$ cat src/rtl/shift_pkg.sv
// Shared definitions for the 8-bit shift/rotate unit and its sequential inverter:
// operation codes, data widths and the inverter FSM state encoding.
package shift_pkg;

  localparam int WIDTH = 8;
  localparam int AMT_W = 3;

  typedef logic [2:0] shift_code_t;

  localparam shift_code_t SH_LSR = 3'b000;
  localparam shift_code_t SH_LSL = 3'b001;
  localparam shift_code_t SH_ASR = 3'b010;
  localparam shift_code_t SH_ASL = 3'b011;
  localparam shift_code_t SH_ROR = 3'b100;
  localparam shift_code_t SH_ROL = 3'b101;

  typedef enum logic [1:0] {
    ST_IDLE = 2'd0,
    ST_STEP = 2'd1,
    ST_DONE = 2'd2
  } state_e;

  // Codes 11x have no forward operation and therefore no inverse.
  function automatic logic code_supported(input shift_code_t code);
    return code[2:1] != 2'b11;
  endfunction

endpackage

$ cat src/rtl/shift_inverter8_if.sv
// Request/response bundle of the shift inverter: valid/ready on the request side
// (shifted word, code, amount) and on the result side (recovered operand, error).
interface shift_inverter8_if;
  import shift_pkg::*;

  logic              in_valid;
  logic              in_ready;
  logic [WIDTH-1:0]  NumY;
  shift_code_t       ShiftType;
  logic [AMT_W-1:0]  ShiftAmt;
  logic              out_valid;
  logic              out_ready;
  logic [WIDTH-1:0]  OutA;
  logic              OutErr;

  modport master (
    output in_valid, NumY, ShiftType, ShiftAmt, out_ready,
    input  in_ready, out_valid, OutA, OutErr
  );

  modport slave (
    input  in_valid, NumY, ShiftType, ShiftAmt, out_ready,
    output in_ready, out_valid, OutA, OutErr
  );

endinterface

$ cat src/rtl/shift_inverter8_unshift_step.sv
// One inverse step of a forward shift/rotate by one position, plus a flag telling
// whether the current word could have come out of that forward step.
module unshift_step
  import shift_pkg::*;
(
  input  logic [WIDTH-1:0] i_word,
  input  shift_code_t      i_code,
  output logic [WIDTH-1:0] o_word,
  output logic             o_step_err
);

  always_comb begin
    // NOTE: every output gets a default first so no path through the case leaves
    // it unassigned, which would otherwise infer a latch.
    o_word     = i_word;
    o_step_err = 1'b0;
    case (i_code)
      SH_LSR: begin
        o_word     = {i_word[WIDTH-2:0], 1'b0};
        o_step_err = i_word[WIDTH-1];
      end
      SH_ASR: begin
        o_word     = {i_word[WIDTH-2:0], 1'b0};
        o_step_err = i_word[WIDTH-1] ^ i_word[WIDTH-2];
      end
      SH_LSL, SH_ASL: begin
        o_word     = {1'b0, i_word[WIDTH-1:1]};
        o_step_err = i_word[0];
      end
      SH_ROR: o_word = {i_word[WIDTH-2:0], i_word[WIDTH-1]};
      SH_ROL: o_word = {i_word[0], i_word[WIDTH-1:1]};
      default: o_step_err = 1'b1;
    endcase
  end

endmodule

$ cat src/rtl/shift_inverter8.sv
// Sequential inverter of the 8-bit shift/rotate unit: recovers the pre-shift
// operand one bit position per cycle and flags inputs the forward op cannot produce.
module shift_inverter8
  import shift_pkg::*;
(
  input logic               clk,
  input logic               rst,
  shift_inverter8_if.slave  bus
);

  localparam logic [AMT_W-1:0] CNT_ONE = AMT_W'(1);

  state_e            r_state;
  logic [WIDTH-1:0]  r_work;
  logic              r_err;
  logic [AMT_W-1:0]  r_cnt;
  shift_code_t       r_type;

  state_e            w_state_nxt;
  logic [WIDTH-1:0]  w_work_nxt;
  logic              w_err_nxt;
  logic [AMT_W-1:0]  w_cnt_nxt;
  shift_code_t       w_type_nxt;
  logic [WIDTH-1:0]  w_step_word;
  logic              w_step_err;

  unshift_step u_step (
    .i_word     (r_work),
    .i_code     (r_type),
    .o_word     (w_step_word),
    .o_step_err (w_step_err)
  );

  assign bus.in_ready  = (r_state == ST_IDLE) && !rst;
  assign bus.out_valid = (r_state == ST_DONE);
  assign bus.OutA      = r_work;
  assign bus.OutErr    = r_err;

  always_comb begin
    w_state_nxt = r_state;
    w_work_nxt  = r_work;
    w_err_nxt   = r_err;
    w_cnt_nxt   = r_cnt;
    w_type_nxt  = r_type;
    case (r_state)
      ST_IDLE: begin
        if (bus.in_valid && bus.in_ready) begin
          w_work_nxt = bus.NumY;
          w_type_nxt = bus.ShiftType;
          w_cnt_nxt  = bus.ShiftAmt;
          w_err_nxt  = 1'b0;
          if (!code_supported(bus.ShiftType)) begin
            w_err_nxt   = 1'b1;
            w_work_nxt  = '0;
            w_state_nxt = ST_DONE;
          end else if (bus.ShiftAmt == '0) begin
            w_state_nxt = ST_DONE;
          end else begin
            w_state_nxt = ST_STEP;
          end
        end
      end
      ST_STEP: begin
        // The check looks at the word before this step, and errors stay sticky.
        w_work_nxt = w_step_word;
        w_err_nxt  = r_err | w_step_err;
        w_cnt_nxt  = r_cnt - CNT_ONE;
        if (r_cnt == CNT_ONE) w_state_nxt = ST_DONE;
      end
      ST_DONE: begin
        if (bus.out_ready) w_state_nxt = ST_IDLE;
      end
      default: w_state_nxt = ST_IDLE;
    endcase
  end

  // NOTE: state updates use non-blocking assignments so every register samples
  // the pre-edge values, independent of statement order.
  always_ff @(posedge clk) begin
    if (rst) begin
      r_state <= ST_IDLE;
      r_work  <= '0;
      r_err   <= 1'b0;
      r_cnt   <= '0;
      r_type  <= SH_LSR;
    end else begin
      r_state <= w_state_nxt;
      r_work  <= w_work_nxt;
      r_err   <= w_err_nxt;
      r_cnt   <= w_cnt_nxt;
      r_type  <= w_type_nxt;
    end
  end

endmodule

$ cat src/flat_wrapper.sv
// flat-port wrapper written by rule: the top's interface ports become plain ports
module shift_inverter8_flat import shift_pkg::*;
  (clk, rst, bus_in_valid, bus_NumY, bus_ShiftType, bus_ShiftAmt, bus_out_ready, bus_in_ready, bus_out_valid, bus_OutA, bus_OutErr);
  shift_inverter8_if bus_i ();
  input logic clk;
  input logic rst;
  input wire logic [$bits(bus_i.in_valid)-1:0] bus_in_valid;
  input wire logic [$bits(bus_i.NumY)-1:0] bus_NumY;
  input wire logic [$bits(bus_i.ShiftType)-1:0] bus_ShiftType;
  input wire logic [$bits(bus_i.ShiftAmt)-1:0] bus_ShiftAmt;
  input wire logic [$bits(bus_i.out_ready)-1:0] bus_out_ready;
  output wire logic [$bits(bus_i.in_ready)-1:0] bus_in_ready;
  output wire logic [$bits(bus_i.out_valid)-1:0] bus_out_valid;
  output wire logic [$bits(bus_i.OutA)-1:0] bus_OutA;
  output wire logic [$bits(bus_i.OutErr)-1:0] bus_OutErr;
  assign bus_i.in_valid = bus_in_valid;
  assign bus_i.NumY = bus_NumY;
  assign bus_i.ShiftType = bus_ShiftType;
  assign bus_i.ShiftAmt = bus_ShiftAmt;
  assign bus_i.out_ready = bus_out_ready;
  assign bus_in_ready = bus_i.in_ready;
  assign bus_out_valid = bus_i.out_valid;
  assign bus_OutA = bus_i.OutA;
  assign bus_OutErr = bus_i.OutErr;
  shift_inverter8 u_core (.clk(clk), .rst(rst), .bus(bus_i));
endmodule
$ cat config.mk
export PLATFORM = sky130hd
export DESIGN_NAME = shift_inverter8_flat
export DESIGN_NICKNAME = d
export VERILOG_FILES = /design/src/rtl/shift_pkg.sv /design/src/rtl/shift_inverter8_if.sv /design/src/rtl/shift_inverter8_unshift_step.sv /design/src/rtl/shift_inverter8.sv /design/src/flat_wrapper.sv
export SDC_FILE = /design/constraint.sdc
export NUM_CORES = 1
export LEC_CHECK = 0
export CORE_MARGIN = 2
export CORE_UTILIZATION = 43
export CTS_BUF_LIST = sky130_fd_sc_hd__clkbuf_4
export CTS_CLUSTER_SIZE = 12
export DETAILED_ROUTE_END_ITERATION = 10
export PLACE_DENSITY = 0.77
export SETUP_SLACK_MARGIN = 0.15
export SLEW_MARGIN = 20
export SYNTH_ARGS = -nofsm -noshare
export SYNTH_HDL_FRONTEND = slang
export SYNTH_SLANG_ARGS = --single-unit
$ cat constraint.sdc
create_clock -name clk -period 1.43 [get_ports clk]
set_input_delay 0.286 -clock clk [delete_from_list [all_inputs] [get_ports clk]]
set_output_delay 0.286 -clock clk [all_outputs]
set_load 0.01 [all_outputs]
# == Word level (Yosys, flattened, before mapping) ==
# Cells that the tools add are included.
# word_totals
ff_bits,17
in_bits,18
out_inout_bits,11
elab_cells,51
# op_classes
add_sub_neg,1
n_eq_ne,13
mux,16
n_bitwise,2
n_reduce_logical,14
# op_table
cell,n
8-bit one-hot mux with 4 select lines,1
8-bit two-way mux,2
8-bit one-hot mux with 2 select lines,1
2-bit two-way mux,5
3-bit by 1-bit equality test with 1-bit output (second input constant),2
3-bit by 2-bit equality test with 1-bit output (second input constant),2
3-bit equality test (second input constant),2
3-bit zero test,2
2-bit inequality test (second input constant),3
2-bit one-hot mux with 3 select lines,1
3-bit one-hot mux with 2 select lines,1
3-bit AND reduction,2
2-bit OR reduction,3
5-bit inequality test (second input constant),1
1-bit one-hot mux with 4 select lines,1
2-bit AND reduction,2
3-bit two-way mux,1
3-bit by 1-bit subtractor with 3-bit output (second input constant),1
2-bit by 1-bit equality test with 1-bit output (second input constant),1
2-bit equality test (second input constant),1
1-bit logical AND,2
2-bit zero test,1
1-bit two-way mux,2
2-bit by 1-bit inequality test with 1-bit output (second input constant),1
other kinds (5),5

# == Depth between registers and ports, before layout ==
# depth
ltp_word,5
ltp_mapped,7
depth_no_buf,5

# == By module ==
# A second synthesis with hierarchy kept.
# hier_totals
hier_cells,124
area_unflattened_um2,1069.8
# by_module_without_submodules
module,n_inst,cells_each,area_each_um2,seq_area_each_um2
shift_inverter8,1,87,834.6,340.3
unshift_step,1,37,235.2,0.0

# == Worst setup path before layout ==
# OpenSTA, ideal clock, no wires.
# synth_path
kind,flip-flop to flip-flop
startpoint,reg u_core.r_type[0]
endpoint,reg u_core.r_work[1] (netlist: u_core.bus.OutA[1])
setup_time_ns,0.132
arrival_ns,1.378
t_required_ns,1.298
slack_ns,-0.080
path_stages_with_launch,5
n_path_buf,0
period_less_slack_ns,1.510
path_cell_list,dfxtp_1 -> a21boi_2 -> mux2_2 -> a221oi_1 -> nor3_1
# synth_between
elab_chain_len,4
word_cells_on_any_way,12
classes_between,6 x eq/ne; 2 x mux; 4 x reduce/logical
# synth_lines
item,line,source
from (decl),shift_inverter8.sv:17,shift_code_t r_type;
from (signal assigned),shift_inverter8.sv:91,r_type <= w_type_nxt;
3-bit by 1-bit equality test with 1-bit output (tied with other cells),shift_inverter8_unshift_step.sv:17,case (i_code)
2-bit OR reduction (on tied branches),--,
8-bit one-hot mux with 4 select lines or 5-bit inequality test (tied branches),--,
8-bit one-hot mux with 2 select lines or 3-bit AND reduction (tied branches),--,
to (signal assigned),shift_inverter8.sv:88,r_work <= w_work_nxt;
to (decl),shift_inverter8.sv:14,logic [WIDTH-1:0] r_work;
# Several ways; a longest one is shown, not always the timed one.
# A chain may end at the register's enable or synchronous reset.

# == Worst setup path in the final report ==
# layout_path
startpoint,reg u_core.r_state[0]
endpoint,reg u_core.r_work[5] (netlist: u_core.bus.OutA[5])
# layout_between
elab_chain_len,5
word_cells_on_any_way,9
classes_between,3 x eq/ne; 1 x mux; 5 x reduce/logical
# layout_lines
item,line,source
from (decl),shift_inverter8.sv:13,state_e r_state;
from (signal assigned),shift_inverter8.sv:87,r_state <= w_state_nxt;
2-bit zero test,"shift_inverter8.sv:34, shift_inverter8.sv:45",
1-bit logical AND,shift_inverter8.sv:34,assign bus.in_ready = (r_state == ST_IDLE) && !rst;
1-bit logical AND,shift_inverter8.sv:47,if (bus.in_valid && bus.in_ready) begin
2-bit inequality test (no line),--,
3-bit AND reduction (no line),--,
# Several ways; a longest one is shown, not always the timed one.

==> flow_summary.ini <==
[run_status]
status = finished with violations
violations = negative setup slack

[run]
drv_cap = 0

[route]
wl_per_cell_um = 19.8
num_vias = 1230
avgViaCountPerCell = 5.94
drt_pass1_iterations = 4
drc = 0
final_antenna_net_count = 0
wirelength_mm = 4.10
detail_route.iter0.violations = 30

[power_and_ir_drop]
p_clk_frac = 0.163
p_switching_uw = 707
vdd_drop_max_uv = 784
p_leak_uw = 0.000773
cellPowerDensity_mw_per_mm2 = 1030
seq_power_share = 0.338
p_sw_frac = 0.378
p_int_uw = 1170
p_comb_frac = 0.500

[yosys]
syn_avg_cell_area_um2 = 8.42
synth_edf_count = 0
synth_area_um2 = 985
ys_warn_count = 0
synthFlopType = dfxtp_1
ys_ff_latch = 17
yosysSeqAreaShare = 0.346
synth_nets = 137
async_flop_share = 0
synth_cell_type_count = 31
netlist_instances = 117

[sta]
report.final.slew_viol_count = 0
fin_skew_ns = 0.00977
timing.fmax_mhz = 640
slew-limit-headroom = 0.750
timing.final.hold_violations = 0
setup_violations = 9
period_minus_slack_ns = 1.56
period_share = 1.09
setup_ws_ns = -0.133
worst_slew_pin_slew_ns = 0.374
rsz0062_at_grt = true

[critical_path]
cp-end-kind = register
path_buf_inv = 3
crit_fanout = 7
cp_slowest_stage_delay_ns = 0.38
cpMostUsedCell = buf_4
crit_chain = buf_4 > nor2b_4 > buf_4 > a21oi_4 > buf_6 > a221oi_2 > nor3_2
slowest_stage = dfxtp_2
path_class = reg2reg
cp_data_arrival_time_ns = 1.76
start_kind = register
critPathTopFamily = buffers and inverters
required_ns = 1.63

[finish]
nets = 200
drive_above_1_share = 0.514
multi_input_area_um2 = 803
finish.utilization = 0.832
n_antenna_cell = 0
seqCellArea_um2 = 355
n_fill_cell = 117
final_area_mm2 = 0.00182
area_delta_synth_final_pct = 85.1
fin_cells = 207

[clocking]
htree_levels = 1
cts_buffers = 3
cts_tree = built
clkSinkCount = 17
clk_latency_ns = 0.32
path_clk_slew_ns = 0.11
cts-root-buf = clkbuf_4
clk_path_buf_depth = 2

[worst_hold_path]
hp-class = reg2reg

[grt]
grt_pass1_wl_mm = 5.78
grt_max_degree = 15
grtUsageTotal = 0.302
overflow = 0
grt_pass1_vias = 1172
antenna_found_initial = 0

[floorplan]
num_rows = 17
die_h_um = 51.9
core_mm2 = 0.00219
io_pins = 29
dieArea_mm2 = 0.00269
die_w_um = 51.9
start_util = 0.449

[placement]
place_inst = 189
portBuffers = 28
gp_congestion = 0.804
place_area_mm2 = 0.00145
hpwl_mm = 2.10
==> per-stage QoR <==
stage,worst slack [ns],power (uW),hold WS [ns],setup TNS [ns]
after detailed placement,-0.405,1280,0.506,-5.35
after global routing,-0.171,1950,0.550,-1.35
after CTS,-0.0770,1660,0.514,-0.342
after floorplan,0.0507,977,0.395,0
after global placement,-0.378,1250,0.491,-4.51
final,-0.133,1870,0.522,-0.934
==> cell families after synthesis <==
| kind of cell | Yosys count | synth area share |
|---|---|---|
| multiplexers | 6 | 0.0686 |
| flip-flops | 17 | 0.346 |
| buffers and inverters | 11 | 0.0534 |
| AO/OA/AOI/OAI | 34 | 0.252 |
| AND/OR/NAND/NOR | 47 | 0.255 |
| adder cells (fa/ha/maj) | 2 | 0.0254 |
==> cell usage in the layout, fill, tap and decap left out, types with 3 or more instances in the layout <==
cell type / instances
dlygate4sd2_1: 8
clkbuf_4: 4
clkdlybuf4s50_1: 16
o21ai_1: 3
nand2b_1: 5
mux2_2: 5
a21oi_1: 6
nor2_1: 12
nand2_1: 3
nand2_2: 3
inv_1: 4
nor2_4: 3
nor3_1: 5
buf_4: 27
buf_6: 9
dfxtp_1: 9
nor3_2: 3
dfxtp_2: 6
a221oi_2: 8
==> sequential cells by signal (all words and copies together), names as in the netlist <==
register and flops:
u_core.bus.OutErr 1, u_core.r_state 2, u_core.r_cnt 3, u_core.r_type 3
u_core.bus.OutA 8
==> routing by layer <==
layer | routed length [um] | vias to the layer above | GRT usage
met4 | 96 | 0 | 0.123
li1 | - | 557 | -
met3 | 203 | 11 | 0.0489
met5 | 0 | - | 0
met1 | 1810 | 606 | 0.374
met2 | 1990 | 56 | 0.515
==> power by group through the flow <==
stage               clock (uW)  sequential (uW)  combinational (uW)
detailed placement           0              621                 660
finish                     305              632                 936
global placement             0              616                 638
global route               322              640                 988
floorplan                    0              632                 346
CTS                        292              620                 751
==> Yosys cell counts, types with 2 or more instances <==
library cell   n  share of area
nor3_1         9          0.046
nand3b_1       2          0.015
buf_2          2          0.010
mux2_2         6          0.069
a21oi_2        2          0.018
nand2_1        7          0.027
a21oi_1        7          0.036
a221oi_1       8          0.071
nor2b_1        4          0.025
ha_1           2          0.025
nand2b_1       5          0.032
buf_4          2          0.015
inv_1          4          0.015
dfxtp_1       17           0.35
a211oi_1       4          0.030
o21ai_0        5          0.025
nor2_1        16          0.061
clkbuf_1       2         0.0076
==> worst min-delay path, cell delays in order (launching register included) <==
cell and delay, ns:
dfxtp_2 0.35, nor2_1 0.10, nor3_1 0.05
==> what timing repair did <==
action,CTS,global route
buffers inserted,8,6
resized for setup,53,35
pin swaps,12,12
hold buffers,0,0
setup endpoints to repair,26,24
==> cell type report <==
cell class | count | area share
clock buffer | 4 | 0.0165
timing repair buffer | 65 | 0.321
multi-input combinational | 89 | 0.441
inverter | 4 | 0.00824
sequential | 17 | 0.195
tap | 28 | 0.0192
==> worst paths after layout <==
path                                          from            endpoint  slack [ns]  cells past startpoint
worst max-delay path             u_core.r_state[0]  u_core.bus.OutA[5]       -0.13                      7
worst max register to register   u_core.r_state[0]  u_core.bus.OutA[5]       -0.13                      7
worst min register to register  u_core.bus.OutA[1]  u_core.bus.OutA[1]        0.52                      2
worst min-delay path            u_core.bus.OutA[1]  u_core.bus.OutA[1]        0.52                      2
Power figures use the tool's default switching activity.
